<file path="config.mk">
export PLATFORM = sky130hd
export DESIGN_NAME = sc_mmio_ctrl
export DESIGN_NICKNAME = d
export VERILOG_FILES = /design/src/rtl/sc_mmio_ctrl.sv
export SDC_FILE = /design/constraint.sdc
export NUM_CORES = 1
export LEC_CHECK = 0
export ABC_AREA = 1
export CORE_MARGIN = 4
export CORE_UTILIZATION = 45
export CTS_BUF_LIST = sky130_fd_sc_hd__clkbuf_8
export DETAILED_ROUTE_END_ITERATION = 16
export HOLD_SLACK_MARGIN = 0.08
export SLEW_MARGIN = 20
export SYNTH_ARGS = -nofsm -noshare
export SYNTH_HDL_FRONTEND = slang
export SYNTH_SLANG_ARGS = --single-unit
</file>
<file path="constraint.sdc">
create_clock -name clock -period 2.44 [get_ports clock]
set_clock_uncertainty 0.2 [all_clocks]
set_input_delay 0.61 -clock clock [delete_from_list [all_inputs] [get_ports clock]]
set_output_delay 0.61 -clock clock [all_outputs]
set_load 0.005 [all_outputs]
</file>
<file path="src/rtl/sc_mmio_ctrl.sv">
// rtl/sc_mmio_ctrl.sv - MMIO switch/seven-segment/timer controller with debounce and BCD display
module sc_mmio_ctrl #(
   parameter int NUM_IN    = 2,
   parameter int IN_W      = 5,
   parameter int NUM_DIG   = 6,
   parameter int DB_CYCLES = 16
) (
   input  logic                    clock,
   input  logic                    resetn,
   input  logic                    sel,
   input  logic [7:0]              addr,
   input  logic                    we,
   input  logic [31:0]             wdata,
   output logic [31:0]             rdata,
   input  logic [NUM_IN*IN_W-1:0]  in_port,
   output logic [NUM_DIG*7-1:0]    dt,
   output logic                    irq
);

   // word offsets (addr[7:2]) of the register window
   localparam logic [5:0]  A_DISP   = 6'h10;
   localparam logic [5:0]  A_CTRL   = 6'h11;
   localparam logic [5:0]  A_TIMER  = 6'h12;
   localparam logic [5:0]  A_CMP    = 6'h13;
   localparam logic [5:0]  A_STATUS = 6'h14;
   localparam logic [15:0] DB_LAST  = 16'(DB_CYCLES - 1);
   localparam int          DW       = NUM_DIG * 4;

   logic [5:0]             off;
   logic                   wr;
   logic                   w1c;
   logic                   unused_addr;

   logic [31:0]            disp_q, disp_d;
   logic [2:0]             ctrl_q, ctrl_d;
   logic [31:0]            timer_q, timer_d;
   logic [31:0]            cmp_q, cmp_d;
   logic                   match_q, match_d;
   logic                   chg_q, chg_d;
   logic                   irq_q, irq_d;
   logic                   match_set;
   logic                   chg_set;

   logic [NUM_IN*IN_W-1:0] sync1_q, sync1_d;
   logic [NUM_IN*IN_W-1:0] sync2_q, sync2_d;
   logic [NUM_IN*IN_W-1:0] stable_q, stable_d;
   logic [15:0]            db_cnt_q [NUM_IN];
   logic [15:0]            db_cnt_d [NUM_IN];

   logic [31:0]            bin_q, bin_d;
   logic [DW-1:0]          bcd_q, bcd_d;
   logic [4:0]             cnt_q, cnt_d;
   logic                   busy_q, busy_d;
   logic [DW-1:0]          shown_q, shown_d;
   logic [DW-1:0]          bcd_adj;
   logic [DW-1:0]          bcd_shift;

   logic [31:0]            rdata_v;
   logic [NUM_DIG*7-1:0]   dt_v;

   assign off         = addr[7:2];
   assign unused_addr = ^addr[1:0];
   assign wr          = sel & we;
   assign w1c         = wr && (off == A_STATUS);

   function automatic logic [6:0] seg7(input logic [3:0] v);
      case (v)
         4'h0: seg7 = 7'h40;
         4'h1: seg7 = 7'h79;
         4'h2: seg7 = 7'h24;
         4'h3: seg7 = 7'h30;
         4'h4: seg7 = 7'h19;
         4'h5: seg7 = 7'h12;
         4'h6: seg7 = 7'h02;
         4'h7: seg7 = 7'h78;
         4'h8: seg7 = 7'h00;
         4'h9: seg7 = 7'h10;
         4'hA: seg7 = 7'h08;
         4'hB: seg7 = 7'h03;
         4'hC: seg7 = 7'h46;
         4'hD: seg7 = 7'h21;
         4'hE: seg7 = 7'h06;
         default: seg7 = 7'h0E;
      endcase
   endfunction

   // CPU writes to the plain read/write registers
   always_comb begin
      disp_d = disp_q;
      ctrl_d = ctrl_q;
      cmp_d  = cmp_q;
      if (wr) begin
         case (off)
            A_DISP:  disp_d = wdata;
            A_CTRL:  ctrl_d = wdata[2:0];
            A_CMP:   cmp_d  = wdata;
            default: ;
         endcase
      end
   end

   // timer, sticky flags (hardware set beats W1C) and registered interrupt
   always_comb begin
      timer_d   = timer_q;
      match_set = 1'b0;
      if (wr && (off == A_TIMER)) begin
         timer_d = '0;
      end else if (ctrl_q[1]) begin
         if (timer_q == cmp_q) begin
            timer_d   = '0;
            match_set = 1'b1;
         end else begin
            timer_d = timer_q + 32'd1;
         end
      end
      match_d = match_set | (match_q & ~(w1c & wdata[0]));
      chg_d   = chg_set | (chg_q & ~(w1c & wdata[1]));
      irq_d   = ctrl_q[2] & (match_q | chg_q);
   end

   // two-flop synchronisers and per-port debounce counters
   always_comb begin
      sync1_d  = in_port;
      sync2_d  = sync1_q;
      stable_d = stable_q;
      chg_set  = 1'b0;
      for (int i = 0; i < NUM_IN; i++) begin
         db_cnt_d[i] = db_cnt_q[i];
         if (sync2_q[i*IN_W +: IN_W] == stable_q[i*IN_W +: IN_W]) begin
            db_cnt_d[i] = '0;
         end else if (db_cnt_q[i] == DB_LAST) begin
            stable_d[i*IN_W +: IN_W] = sync2_q[i*IN_W +: IN_W];
            db_cnt_d[i]              = '0;
            chg_set                  = 1'b1;
         end else begin
            db_cnt_d[i] = db_cnt_q[i] + 16'd1;
         end
      end
   end

   // shift-add-3 conversion; the shown digits only change in hex mode or when a conversion ends
   always_comb begin
      bin_d   = bin_q;
      bcd_d   = bcd_q;
      cnt_d   = cnt_q;
      busy_d  = busy_q;
      shown_d = shown_q;
      bcd_adj = bcd_q;
      for (int k = 0; k < NUM_DIG; k++) begin
         if (bcd_q[k*4 +: 4] >= 4'd5) bcd_adj[k*4 +: 4] = bcd_q[k*4 +: 4] + 4'd3;
      end
      bcd_shift = {bcd_adj[DW-2:0], bin_q[31]};
      if (!ctrl_d[0]) begin
         busy_d  = 1'b0;
         shown_d = disp_d[DW-1:0];
      end else if (wr && ((off == A_DISP) || (off == A_CTRL))) begin
         bin_d  = disp_d;
         bcd_d  = '0;
         cnt_d  = '0;
         busy_d = 1'b1;
      end else if (busy_q) begin
         bin_d = {bin_q[30:0], 1'b0};
         bcd_d = bcd_shift;
         cnt_d = cnt_q + 5'd1;
         if (cnt_q == 5'd31) begin
            busy_d  = 1'b0;
            shown_d = bcd_shift;
         end
      end
   end

   // read mux, zero outside the window or at unmapped offsets
   always_comb begin
      rdata_v = '0;
      if (sel) begin
         case (off)
            A_DISP:   rdata_v = disp_q;
            A_CTRL:   rdata_v = {29'd0, ctrl_q};
            A_TIMER:  rdata_v = timer_q;
            A_CMP:    rdata_v = cmp_q;
            A_STATUS: rdata_v = {29'd0, busy_q, chg_q, match_q};
            default: begin
               for (int i = 0; i < NUM_IN; i++) begin
                  if (off == 6'(i)) rdata_v = 32'(stable_q[i*IN_W +: IN_W]);
               end
            end
         endcase
      end
   end

   // segment decode of the held digit nibbles
   always_comb begin
      dt_v = '0;
      for (int k = 0; k < NUM_DIG; k++) dt_v[k*7 +: 7] = seg7(shown_q[k*4 +: 4]);
   end

   assign rdata = rdata_v;
   assign dt    = dt_v;
   assign irq   = irq_q;

   // state registers, all cleared by the asynchronous reset
   always_ff @(posedge clock or negedge resetn) begin
      if (!resetn) begin
         disp_q   <= '0;
         ctrl_q   <= '0;
         timer_q  <= '0;
         cmp_q    <= '0;
         match_q  <= 1'b0;
         chg_q    <= 1'b0;
         irq_q    <= 1'b0;
         sync1_q  <= '0;
         sync2_q  <= '0;
         stable_q <= '0;
         for (int i = 0; i < NUM_IN; i++) db_cnt_q[i] <= '0;
         bin_q    <= '0;
         bcd_q    <= '0;
         cnt_q    <= '0;
         busy_q   <= 1'b0;
         shown_q  <= '0;
      end else begin
         disp_q   <= disp_d;
         ctrl_q   <= ctrl_d;
         timer_q  <= timer_d;
         cmp_q    <= cmp_d;
         match_q  <= match_d;
         chg_q    <= chg_d;
         irq_q    <= irq_d;
         sync1_q  <= sync1_d;
         sync2_q  <= sync2_d;
         stable_q <= stable_d;
         for (int i = 0; i < NUM_IN; i++) db_cnt_q[i] <= db_cnt_d[i];
         bin_q    <= bin_d;
         bcd_q    <= bcd_d;
         cnt_q    <= cnt_d;
         busy_q   <= busy_d;
         shown_q  <= shown_d;
      end
   end

endmodule

</file>
# Word-level counts from Yosys, hierarchy flattened
# Memory sizes are Yosys's and may differ from the RTL's.
# Index checks and enable logic that the tools add are counted.
# classes
add_sub_neg,10
order_cmp,6
n_eq_ne,15
mux,42
n_bitwise,13
reduce_logical,13
# op_table
cell,count
$mux W32,9
$pmux W32 S5,1
$mux W24,6
$mux W16,4
$add A16 B1 Y16 const B,2
$add A32 B1 Y32 const B,1
$eq A16 B4 Y1 const B,2
$eq A32 B32 Y1,1
$eq A6 B5 Y1 const B,5
$ge A4 B3 Y1 const B,6
$add A4 B2 Y4 const B,5
$mux W4,5
$mux W5,3
$mux W1,13
$eq A5 B5 Y1,2
$reduce_and A2 Y1,5
$and A1 B1 Y1,6
$eq A6 B1 Y1 const B,1
$logic_not A6 Y1,1
$add A5 B1 Y5 const B,1
$eq A5 B5 Y1 const B,1
$ne A2 B1 Y1 const B,2
$not A1 Y1,4
$reduce_bool A2 Y1,2
7 further kinds,11
# totals
ff_bits,250
mem_bits_ro,672
inputBits,54
out_inout_bits,75
wordCells,124
memories,6
# mem_list
memory,depth,word_bits,rd,rd_ports_with_merged_regs,write_ports,line,source
(no name shown),16,7,1,0,0,67,case (v)
(no name shown),16,7,1,0,0,67,
(no name shown),16,7,1,0,0,67,
(no name shown),16,7,1,0,0,67,
(no name shown),16,7,1,0,0,67,
(no name shown),16,7,1,0,0,67,

# Depth between registers and ports, before layout
# logic_depth
word_depth,6
mapped_depth,12
ltp_nobuf,11

# Least setup slack after synthesis
# No wires, ideal clock.
# synth_timing
path_type,input-to-output
from,in addr[7]
to,out rdata[2]
arrival_time_ns,1.677
required_time_ns,1.630
setup_slack_ns,-0.047
path_stages,10
path_buffers,1
path_cell_list,inv_1 > nand2_1 > nor2_4 > nand3_1 > inv_1 > clkbuf_1 > nand2_1 > o21ai_0 > nor3_1 > nor2_1
# synth_via
elab_chain_len,5
# synth_lines
item,line,source
from (decl),11,"input logic [7:0] addr,"
$logic_not A6 Y1,184,if (off == 6'(i)) rdata_v = 32'(stable_q[i*IN_W +: IN_W]);
$mux W5,184,
$mux W32,184,
$pmux W32 S5 (*),176,case (off)
$mux W32 (*),175,if (sel) begin
to (decl),14,"output logic [31:0] rdata,"
# Every way passes the cells marked *; elsewhere a longest branch is shown, timed or not.

# Final worst setup path
# layout_timing
from,in addr[3]
to,out rdata[4]
# The elaborated chain is that of the path after synthesis.

==> metrics.md <==
| Metric | Value |
|---|---|
| Synth Warn # | 0 |
| Final setup violation count | 72 |
| Grt ovf | 0 |
| Final HPWL DP | 31.0 mm |
| Crit. End Element | output pin |
| Top Usage Layer GRT | met2 |
| Final WS setup | -0.209 ns |
| Finished Cell Area | roughly 0.02 mm^2 |
| Routed WL | 44.9 mm |
| Starting DRT DRC Count | ~1000 |
| Logic pwr share | 0.175 |
| CTS Buffer Depth | 3 |
| Hold Violations, Final | 0 |
| Vias in the first global route | between 10000 and 15000 |
| Root buf cell | clkbuf_8 |
| Post-synthesis register bit count | 250 |
| Relative max-transition margin | 0.672 |
| Avg Inst Size Synth | just over 7 um^2 |
| Pin count of the biggest net entering global routing | 65 |
| Placed cells | between 2000 and 3000 |
| Port-buffer cells | between 100 and 150 |
| Most frequent cells in the layout | nand2_1, dfrtp_1, inv_1 |
| Maxcap violations | 0 |
| DIE WIDTH | 188 um |
| Placed cell areas | 0.0173 mm^2 |
| Slew at the pin closest to its max-slew limit | between 0.4 and 0.5 ns |
| GRT met3 Usage | 0.0363 |
| Sequential fraction of the synthesis area | 0.427 |
| Status | finished, violations left |
| HP Class | reg -> reg |
| Final period util | 1.09 |
| Psw | ~0.0034 W |
| CTS tree | built |
| Layout Cells excl Fill | 2801 |
| CTS Sinks | 250 |
| Initial antenna violation count | 0 |
| Arrival @ worst endpoint | around 1.8 ns |
| Int Pwr | 0.00770 W |
| Sw frac | 0.309 |
| Vias per cell | a little over 5 |
| Die area | about 0.036 mm^2 |
| Max Slew Vio Count | 0 |
| Core Area | between 0.03 and 0.04 mm^2 |
| Area grow syn2layout | 36.5% |
| Crit path max fanout | 6 |
| DRC | 0 |
| Avg WL per Cell | approximately 16 um |
| Footprint of the multi-input gates | around 0.0086 mm^2 |
| Peak supply drop | between 0.4 and 0.5 mV |
| Synth Net Count | 2171 |
| Fin crit period | ~2.6 ns |
| Total GRT Usage | 0.248 |
| Share of cells above drive strength 1 | 0.249 |
| Pwr per Cell Area | ~560 mW/mm^2 |
| Vias | roughly 14000 |
| Post-synth cell types | 45 |
| Reg area | ~0.0063 mm^2 |
| Fillcell total | between 2000 and 3000 |
| Worst-Skew Late Latency | 0.59 ns |
| Maximum clock frequency | around 380 MHz |
| FP Rows | between 60 and 70 |
| WP data required | ~1.6 ns |
| Leakage power | 10.4 nW |
| Layout Nets | about 2400 |
| Initial Util | 0.460 |
| Detail Route Antenna Nets | 0 |
| Crit Path Class | in -> out |
| First-pass GRT wire length | between 70 and 80 mm |
| H-Tree Level Count | 2 |
| Worst-path clk slew | 0.06 ns |
| Final Wtd Congestion | about 0.9 |
| Failing checks | negative setup slack |
| Fraction of power consumed by sequential logic | 0.446 |
| I/O pin cnt | 129 |
| Post-Syn Area | ~0.015 mm^2 |
| TritonCTS Buffers | 46 |
| First-pass detailed-route iteration total | 5 |
| Met1 GRT Util | 0.334 |
| Cell count after synthesis | 2064 |
| GR Util met2 | 0.409 |
| Clk network pwr share | 0.379 |
| Ant diodes | 0 |
| CP Launch Type | primary input |
| RSZ-0062 raised after global routing | yes |
| Commonest non-fill, non-tap cell in the layout | nand2_1 |
| Die Y | between 150 and 200 um |
## cells in the mapped netlist
master	instances	area (um^2)
nand2_1	850	3190
dfrtp_1	250	6260
inv_1	212	796
nor2_1	167	627
o21ai_0	119	596
nand3_1	81	405
ha_1	53	663
a21oi_1	49	245
xor2_1	46	403
clkbuf_1	44	165
xnor2_1	28	245
nor3_1	21	105
o21ai_1	21	105
buf_2	19	95.1
nand4_1	17	106
nand3b_1	11	82.6
o221ai_1	10	87.6
buf_1	9	33.8
o211ai_1	9	67.6
a22oi_1	4	30.0
a32o_1	4	40.0
mux2i_1	4	40.0
or2_2	4	25.0
inv_2	3	11.3
nor4_1	3	18.8
clkinv_1	2	7.51
nor2_2	2	12.5
nor2_4	2	22.5
nor3b_1	2	15.0
o21ai_4	2	32.5
o31ai_1	2	15.0
a211oi_1	1	7.51
a21oi_2	1	8.76
a32oi_1	1	8.76
and2_1	1	6.26
inv_4	1	6.26
nand2_2	1	6.26
nand3_2	1	10.0
o2111ai_1	1	8.76
o211ai_2	1	12.5
o21a_1	1	7.51
o21ai_2	1	8.76
o22ai_1	1	6.26
o2bb2ai_1	1	8.76
o311ai_0	1	8.76
## power groups by stage
stage | registers (W) | logic [W] | clock network (W)
2_1_floorplan | 0.00489 | 0.00109 | 0
3_3_place_gp | 0.00499 | 0.00181 | 0
3_5_place_dp | 0.00500 | 0.00183 | 0
4_1_cts | 0.00495 | 0.00190 | 0.00434
5_1_grt | 0.00502 | 0.00219 | 0.00454
6_report | 0.00497 | 0.00195 | 0.00422
## path summary, 6_finish.rpt
check / depth (start not counted) / to / slack, ns / startpoint
max: 9 / rdata[4] / -0.21 / addr[3]
max reg2reg: 10 / timer_q[17] / 0.27 / timer_q[3]
min in group asynchronous: 2 / timer_q[24] / 0.37 / resetn
min: 0 / sync2_q[2] / 0.15 / sync1_q[2]
max in group asynchronous: 3 / shown_q[2] / 0.99 / resetn
min reg2reg: 0 / sync2_q[2] / 0.15 / sync1_q[2]
## sequential cells by signal, summed over array words and instances, names as in the netlist, 3 cells and up
| name | cells |
|---|---|
| bin_q | 32 |
| cmp_q | 32 |
| db_cnt_q | 32 |
| disp_q | 32 |
| timer_q | 32 |
| bcd_q | 24 |
| shown_q | 24 |
| stable_q | 10 |
| sync1_q | 10 |
| sync2_q | 10 |
| cnt_q | 5 |
| ctrl_q | 3 |
## what timing repair did
| action | in CTS | in global routing |
|---|---|---|
| pin swaps | 103 | 75 |
| resized for setup | 601 | 162 |
| setup endpoints to repair | 104 | 115 |
| gates cloned | 5 | 0 |
| endpoints found under the hold margin | 48 | 0 |
| hold buffers | 1 | 0 |
| setup buffers | 45 | 15 |
## metal layers
layer,vias up,part of all wire
li1,7016,-
met1,6679,0.45
met2,333,0.47
met3,103,0.044
met4,0,0.036
met5,-,0
## per-stage QoR
step / setup slack, ns / hold WS [ns] / total power, W / setup TNS [ns] / utilization
after floorplan: 0.00130 / 0.114 / 0.00598 / 0 / -
after global placement: -0.961 / 0.135 / 0.00680 / -90.76 / 0.543
after detailed placement: -0.984 / 0.135 / 0.00683 / -93.56 / 0.543
after CTS: -0.277 / 0.148 / 0.0112 / -12.48 / 0.610
after global routing: -0.293 / 0.159 / 0.0117 / -15.04 / 0.628
final: -0.209 / 0.147 / 0.0111 / -8.62 / 0.628
## cells by family after synthesis
| family | count (synthesis) | synth area share |
|---|---|---|
| adders and majority gates | 53 | 0.0452 |
| DFF | 250 | 0.427 |
| xor gates and xnor gates | 74 | 0.0442 |
| and+or+nand+nor | 1163 | 0.316 |
| buffers and inverters | 290 | 0.0760 |
| AOI/OAI and AO/OA | 230 | 0.0890 |
| muxes | 4 | 0.00273 |
## worst max-delay path, stage by stage
cell      delay (ns)
buf_6           0.10
nor2_4          0.11
buf_4           0.12
nand4_1         0.14
nand2_2         0.16
inv_2           0.09
a211oi_1        0.27
nor2_1          0.09
buf_2           0.14
## layout make-up
class | instances | share of cell area
Tap cell | 435 | 0.0272
Timing Repair Buffer | 294 | 0.138
Multi-Input combinational cell | 1524 | 0.431
Inverter | 218 | 0.0422
Clock buffer | 58 | 0.0399
Clock inverter | 22 | 0.00832
Sequential cell | 250 | 0.313
Power figures use the tool's default switching activity.
